[src/rtl/spi_master_shifter_pkg.sv]
// rtl/spi_master_shifter_pkg.sv - shared types and bit-order helpers for the SPI master shifter
// Contents: FSM state encoding, serial byte width, and MSB/LSB-order shift helpers.

package spi_master_shifter_pkg;

   localparam int SPI_SW = 8;

   typedef enum logic [1:0] {
      ST_IDLE  = 2'd0,
      ST_SETUP = 2'd1,
      ST_SHIFT = 2'd2,
      ST_HOLD  = 2'd3
   } spi_state_e;

   // Bit presented on MOSI from a shift register in the given order.
   function automatic logic first_bit(input logic [SPI_SW-1:0] sr, input logic lsb);
      return lsb ? sr[0] : sr[SPI_SW-1];
   endfunction

   // Drop the bit just sent so the next one sits in the output position.
   function automatic logic [SPI_SW-1:0] tx_advance(input logic [SPI_SW-1:0] sr, input logic lsb);
      return lsb ? {1'b0, sr[SPI_SW-1:1]} : {sr[SPI_SW-2:0], 1'b0};
   endfunction

   // Insert a received bit so that after SPI_SW inserts the first bit lands
   // in bit 0 (LSB-first) or bit SPI_SW-1 (MSB-first).
   function automatic logic [SPI_SW-1:0] rx_insert(input logic [SPI_SW-1:0] sr, input logic din,
                                                   input logic lsb);
      return lsb ? {din, sr[SPI_SW-1:1]} : {sr[SPI_SW-2:0], din};
   endfunction

endpackage

[src/rtl/spi_master_shifter_clkgen.sv]
// rtl/spi_master_shifter_clkgen.sv - SCLK divider, edge counter and leading/trailing strobes
// Ports:
//   clk, nreset          clock, asynchronous active-low reset
//   run                  divider runs while high, cleared while low
//   edge_en              divider terminal counts become SCLK edges
//   clkdiv               half-period minus one, in clk cycles
//   tick                 divider terminal count
//   edge_stb             tick that toggles SCLK
//   lead_stb, trail_stb  edge_stb split into odd (leading) / even (trailing) edges
//   first_edge           next edge is edge 1 of the byte
//   last_edge            next edge is edge 16 of the byte

module spi_master_shifter_clkgen #(
   parameter int DW = 8
) (
   input  logic          clk,
   input  logic          nreset,
   input  logic          run,
   input  logic          edge_en,
   input  logic [DW-1:0] clkdiv,
   output logic          tick,
   output logic          edge_stb,
   output logic          lead_stb,
   output logic          trail_stb,
   output logic          first_edge,
   output logic          last_edge
);

   logic [DW-1:0] div_cnt;
   logic [3:0]    edge_idx;   // edges already issued in this byte, wraps after 16

   assign tick       = run & (div_cnt == clkdiv);
   assign edge_stb   = tick & edge_en;
   assign lead_stb   = edge_stb & ~edge_idx[0];
   assign trail_stb  = edge_stb &  edge_idx[0];
   assign first_edge = (edge_idx == 4'd0);
   assign last_edge  = (edge_idx == 4'd15);

   always_ff @(posedge clk or negedge nreset) begin
      if (!nreset) begin
         div_cnt  <= '0;
         edge_idx <= 4'd0;
      end else if (!run) begin
         div_cnt  <= '0;
         edge_idx <= 4'd0;
      end else begin
         div_cnt <= tick ? '0 : div_cnt + 1'b1;
         if (edge_stb) begin
            edge_idx <= edge_idx + 4'd1;
         end
      end
   end

endmodule

[src/rtl/spi_master_shifter.sv]
// rtl/spi_master_shifter.sv - byte-serial SPI master engine fed from a show-ahead TX FIFO
// Ports:
//   clk, nreset                 clock, asynchronous active-low reset
//   spi_en                      allows new bytes to be popped
//   cpol, cpha, lsbfirst        SPI mode and bit order, latched per burst
//   clkdiv                      SCLK half-period = clkdiv+1 clk cycles, latched per burst
//   fifo_empty, fifo_dout       TX FIFO status and head byte
//   fifo_read                   one-cycle pop
//   sclk, mosi, ss              SPI pins (ss active low), registered
//   miso                        SPI serial input
//   rx_access, rx_data          received-byte strobe and held byte
//   spi_busy                    transfer in progress

module spi_master_shifter
   import spi_master_shifter_pkg::*;
#(
   parameter int SW = 8,
   parameter int DW = 8
) (
   input  logic          clk,
   input  logic          nreset,
   input  logic          spi_en,
   input  logic          cpol,
   input  logic          cpha,
   input  logic          lsbfirst,
   input  logic [DW-1:0] clkdiv,
   input  logic          fifo_empty,
   input  logic [SW-1:0] fifo_dout,
   output logic          fifo_read,
   output logic          sclk,
   output logic          mosi,
   output logic          ss,
   input  logic          miso,
   output logic          rx_access,
   output logic [SW-1:0] rx_data,
   output logic          spi_busy
);

   spi_state_e    state, state_nxt;
   logic          run_ok;       // keeps fifo_read low while nreset is held
   logic          cpol_q, cpha_q, lsb_q;
   logic [DW-1:0] clkdiv_q;
   logic [SW-1:0] tx_sr, rx_sr, tx_adv, rx_next;
   logic          tick, edge_stb, lead_stb, trail_stb, first_edge, last_edge;
   logic          start, byte_done, reload, capture, advance;

   spi_master_shifter_clkgen #(.DW(DW)) u_clkgen (
      .clk        (clk),
      .nreset     (nreset),
      .run        (state != ST_IDLE),
      .edge_en    ((state == ST_SETUP) || (state == ST_SHIFT)),
      .clkdiv     (clkdiv_q),
      .tick       (tick),
      .edge_stb   (edge_stb),
      .lead_stb   (lead_stb),
      .trail_stb  (trail_stb),
      .first_edge (first_edge),
      .last_edge  (last_edge)
   );

   assign start     = (state == ST_IDLE) & run_ok & spi_en & ~fifo_empty;
   assign byte_done = (state == ST_SHIFT) & edge_stb & last_edge;
   assign reload    = byte_done & spi_en & ~fifo_empty;

   // cpha=0 samples on leading edges and shifts on trailing ones (not edge 16,
   // which ends the byte); cpha=1 is the mirror, skipping edge 1 because the
   // first bit was already placed during SETUP.
   assign capture = cpha_q ? trail_stb : lead_stb;
   assign advance = cpha_q ? (lead_stb & ~first_edge) : (trail_stb & ~last_edge);
   assign tx_adv  = tx_advance(tx_sr, lsb_q);
   assign rx_next = rx_insert(rx_sr, miso, lsb_q);

   assign spi_busy = (state != ST_IDLE);

   always_comb begin
      state_nxt = state;
      fifo_read = 1'b0;
      case (state)
         ST_IDLE: begin
            if (start) begin
               fifo_read = 1'b1;
               state_nxt = ST_SETUP;
            end
         end
         ST_SETUP: begin
            if (tick) state_nxt = ST_SHIFT;
         end
         ST_SHIFT: begin
            if (reload) begin
               fifo_read = 1'b1;
            end else if (byte_done) begin
               state_nxt = ST_HOLD;
            end
         end
         ST_HOLD: begin
            // ss has already risen; one cycle with ss high before the next pop
            if (ss) state_nxt = ST_IDLE;
         end
         default: state_nxt = ST_IDLE;
      endcase
   end

   always_ff @(posedge clk or negedge nreset) begin
      if (!nreset) begin
         state     <= ST_IDLE;
         run_ok    <= 1'b0;
         cpol_q    <= 1'b0;
         cpha_q    <= 1'b0;
         lsb_q     <= 1'b0;
         clkdiv_q  <= '0;
         tx_sr     <= '0;
         rx_sr     <= '0;
         sclk      <= 1'b0;
         mosi      <= 1'b0;
         ss        <= 1'b1;
         rx_access <= 1'b0;
         rx_data   <= '0;
      end else begin
         state     <= state_nxt;
         run_ok    <= 1'b1;
         rx_access <= 1'b0;
         case (state)
            ST_IDLE: begin
               ss   <= 1'b1;
               sclk <= cpol;
               mosi <= 1'b0;
               if (start) begin
                  cpol_q   <= cpol;
                  cpha_q   <= cpha;
                  lsb_q    <= lsbfirst;
                  clkdiv_q <= clkdiv;
                  tx_sr    <= fifo_dout;
                  mosi     <= first_bit(fifo_dout, lsbfirst);
                  ss       <= 1'b0;
               end
            end
            ST_HOLD: begin
               if (tick && !ss) begin
                  ss   <= 1'b1;
                  sclk <= cpol_q;
               end
            end
            default: begin
               if (edge_stb) sclk <= ~sclk;
               if (capture)  rx_sr <= rx_next;
               if (advance) begin
                  tx_sr <= tx_adv;
                  mosi  <= first_bit(tx_adv, lsb_q);
               end
               if (byte_done) begin
                  rx_access <= 1'b1;
                  rx_data   <= capture ? rx_next : rx_sr;
               end
               if (reload) begin
                  tx_sr <= fifo_dout;
                  mosi  <= first_bit(fifo_dout, lsb_q);
               end
            end
         endcase
      end
   end

endmodule
[config.mk]
export PLATFORM = sky130hd
export DESIGN_NAME = spi_master_shifter
export DESIGN_NICKNAME = d
export VERILOG_FILES = /design/src/rtl/spi_master_shifter_pkg.sv /design/src/rtl/spi_master_shifter_clkgen.sv /design/src/rtl/spi_master_shifter.sv
export SDC_FILE = /design/constraint.sdc
export NUM_CORES = 1
export LEC_CHECK = 0
export CAP_MARGIN = 20
export CORE_MARGIN = 2
export CORE_UTILIZATION = 35
export CTS_CLUSTER_DIAMETER = 100
export CTS_CLUSTER_SIZE = 16
export DETAILED_ROUTE_END_ITERATION = 8
export GPL_TIMING_DRIVEN = 0
export PLACE_DENSITY = 0.65
export RECOVER_POWER = 50
export SYNTH_ARGS = -nofsm -noshare
export SYNTH_HDL_FRONTEND = slang
export SYNTH_HIERARCHICAL = 1
export SYNTH_SLANG_ARGS = --single-unit
[constraint.sdc]
create_clock -name clk -period 2.7 [get_ports clk]
set_input_delay 0.54 -clock clk [delete_from_list [all_inputs] [get_ports clk]]
set_output_delay 0.54 -clock clk [all_outputs]
set_load 0.01 [all_outputs]
==> metrics.yaml <==
finalSetupViolCount: 0
cts_buffers: 5
clkLatencyLatePin_ps: 310
fp-row-count: 33
ys_seq_elements: 54
status: "finished, final reports clean"
yosysWarningCount: 6
vias: 2183
power_density_mw_per_mm2: 1057
critPathKind: "register to register"
antenna_found_initial: 0
ctsHoldBuffers: 0
slew_viol_final: 0
synth.cell_area_mm2: 0.002885
grt_setup_unrepaired: "true"
place_inst: 415
synth-simple-area-share_pct: 14.44
finClkSkew_ps: 8.037
min_period_ps: 2688
hpwl_mm: 4.319
synth_adder_area_share_pct: 3.036
worstPathArrival_ps: 2890
dieWidth_um: 94.80
total_power_mw: 3.896
regToRegStartpoint: "state[1]$_DFFE_PN0P_"
synth_top_family_by_area: "multiplexers"
slew_headroom_pct: 36.87
reg2reg_depth: 10
drt-initial-drc-count: 92
wl_per_cell_um: 14.21
finalHoldViolations: 0
cts_tree: "built"
worstMarginPinSlew_ps: 947.0
cts_root_buf: "clkbuf_8"
drt_wl_total_mm: 6.210
initial_core_util_pct: 35.65
drive_above_1_share_pct: 26.20
syn2layout_area_growth_pct: 27.75
grt_pass1_wl_mm: 10.38
cts_buffer_depth: 2
synthCells: 272
num_antenna_cells: 0
cp_max_fo: 5
drc: 0
core_mm2: 0.008093
postRouteAntennaNets: 0
grt_pass1_vias: 2185
die_y_um: 94.80
p_leak_nw: 1.610
n_fill_cell: 788
final_common_cell: "dfrtp_1"
ys_seq_area_share_pct: 46.88
grt_overflow: 0
cts_htree_levels: 2
regToRegSetupSlack_ps: 10
synth_area_per_cell_um2: 10.61
routabilityCongestion: 0.7886
final_cells: 437
cp-end-kind: "register"
holdWs_ps: 311.2
via_per_inst: 4.995
reg2reg_to: "tx_sr[0]$_DFFE_PN0P_"
worstPathRequired_ps: 2910
nets: 362
cts_sinks: 54
layout_common_cells: "dfrtp_1 (53), nand2_1 (35), clkdlybuf4s50_1 (34), mux2_2 (26), o21ai_0 (21)"
synth_compound_area_share_pct: 9.801
cts.clk_slew.worst_paths_ps: 100
maxCapViolations: 0
synthDistinctLibCells: 44
utilization_pct: 45.55
first_pass_iters: 4
grt_usage_pct: 14.80
synth_xor_xnor_area_share_pct: 4.250
max_freq_mhz: 372.1
ir_drop_v: 0.0003851
io_pins: 38
fin_crit_sh_pct: 99.54
grt_max_degree: 39
syn_nets: 303
yosys-mux-area-fraction_pct: 17.95
port-buffer-count: 37
dieArea_mm2: 0.008986
hp-class: "primary input to asynchronous set/reset pin"
worstSetupStartpointType: "register"
==> flip-flops by register name, summed over array words and instances (netlist names), 2 cells and up <==
name / flops
rx_data: 8
rx_sr: 8
u_clkgen/div_cnt: 8
clkdiv_q: 8
tx_sr: 8
state: 2
u_clkgen/edge_idx: 4
==> cells by family after synthesis <==
kind of cell / after synthesis
other: 1
DFF: 54
adders and majority gates: 7
and+or+nand+nor: 81
AOI/OAI and AO/OA: 44
buffers and inverters: 23
xor gates and xnor gates: 14
muxes: 48
==> stage by stage <==
step           instance area (um^2)  setup slack (ps)  TNS (ps)
2_1_floorplan                  2907             17.97         0
4_1_cts                        3620             28.18         0
6_report                       3686             12.39         0
3_3_place_gp                   3408            -654.9    -36050
5_1_grt                        3686            -103.3    -672.4
3_5_place_dp                   3423            -448.4     -2231
==> worst max-delay path, cell delays in order, from the launching register on <==
cell and delay [ps]:
dfrtp_1 380, inv_2 70, ha_4 280, nand2_2 40, nand4b_1 200, buf_4 190
nor4_4 300, inv_1 70, o32a_1 320, a221o_2 410, mux2_4 310
==> worst max path at each step <==
stage / start / end / slack, ps
floorplan: state[0]$_DFFE_PN0P_ / tx_sr[0]$_DFFE_PN0P_ / 20
global placement: nreset / tx_sr[5]$_DFFE_PN0P_ / -650
detailed placement: state[1]$_DFFE_PN0P_ / fifo_read / -450
CTS: state[0]$_DFFE_PN0P_ / tx_sr[0]$_DFFE_PN0P_ / 30
global route: state[1]$_DFFE_PN0P_ / tx_sr[0]$_DFFE_PN0P_ / -100
finish: state[1]$_DFFE_PN0P_ / tx_sr[0]$_DFFE_PN0P_ / 10
==> Yosys cell counts, drive strengths merged <==
library cell	number	area, um^2
mux2i	21	210.2
a222oi	1	10.01
nor2	13	48.80
nand4	2	18.77
nand2b	3	18.77
dfrtp	53	1326
xor2	5	43.79
buf	7	41.29
dfstp	1	26.28
conb	1	3.750
a21oi	6	33.78
a221oi	1	8.760
inv	12	45.04
o21ai	28	151.4
nor3b	1	7.510
o31ai	1	21.27
a221o	1	11.26
nand4b	1	8.760
ha	7	87.58
o22ai	2	12.51
a22oi	1	7.510
nand3	9	62.56
nor4	5	50.05
xnor2	9	78.83
nor2b	1	6.260
nand2	39	146.4
o32a	2	20.02
and3	4	25.02
clkinv	1	3.750
nor3	2	15.01
clkbuf	3	11.26
and2b	1	8.760
mux2	27	307.8
a31oi	1	6.260
==> power by group <==
part	internal (mW)	switching, mW	leakage [nW]	total [mW]
clock network	0.236	0.275	0.0544	0.511
logic	0.982	1.06	0.879	2.04
registers	1.09	0.249	0.677	1.34
==> layout make-up <==
class	instances	area, um^2	area share [%]
tap	105	131.4	3.564
inverter	13	56.30	1.527
multi-input combinational	195	1514	41.07
timing repair buffer	54	484.2	13.14
sequential	54	1353	36.69
buffer	8	42.54	1.154
clock buffer	7	96.34	2.614
clock inverter	1	8.758	0.2376
==> repair_timing <==
item                       in CTS  in global routing
pin swaps                       5                  7
cloned                          0                  1
setup endpoints to repair      21                 27
resized for setup              13                 11
setup buffers                   9                  6
==> metal layers <==
| metal | vias to the layer above | track usage (%) | share of wire [%] |
|---|---|---|---|
| met5 | - | 0 | 0 |
| met4 | 0 | 5.676 | 1.8 |
| met3 | 8 | 3.033 | 3.9 |
| met2 | 38 | 24.41 | 48 |
| met1 | 1070 | 19.08 | 46 |
| li1 | 1067 | - | - |
Power figures use the tool's default switching activity.
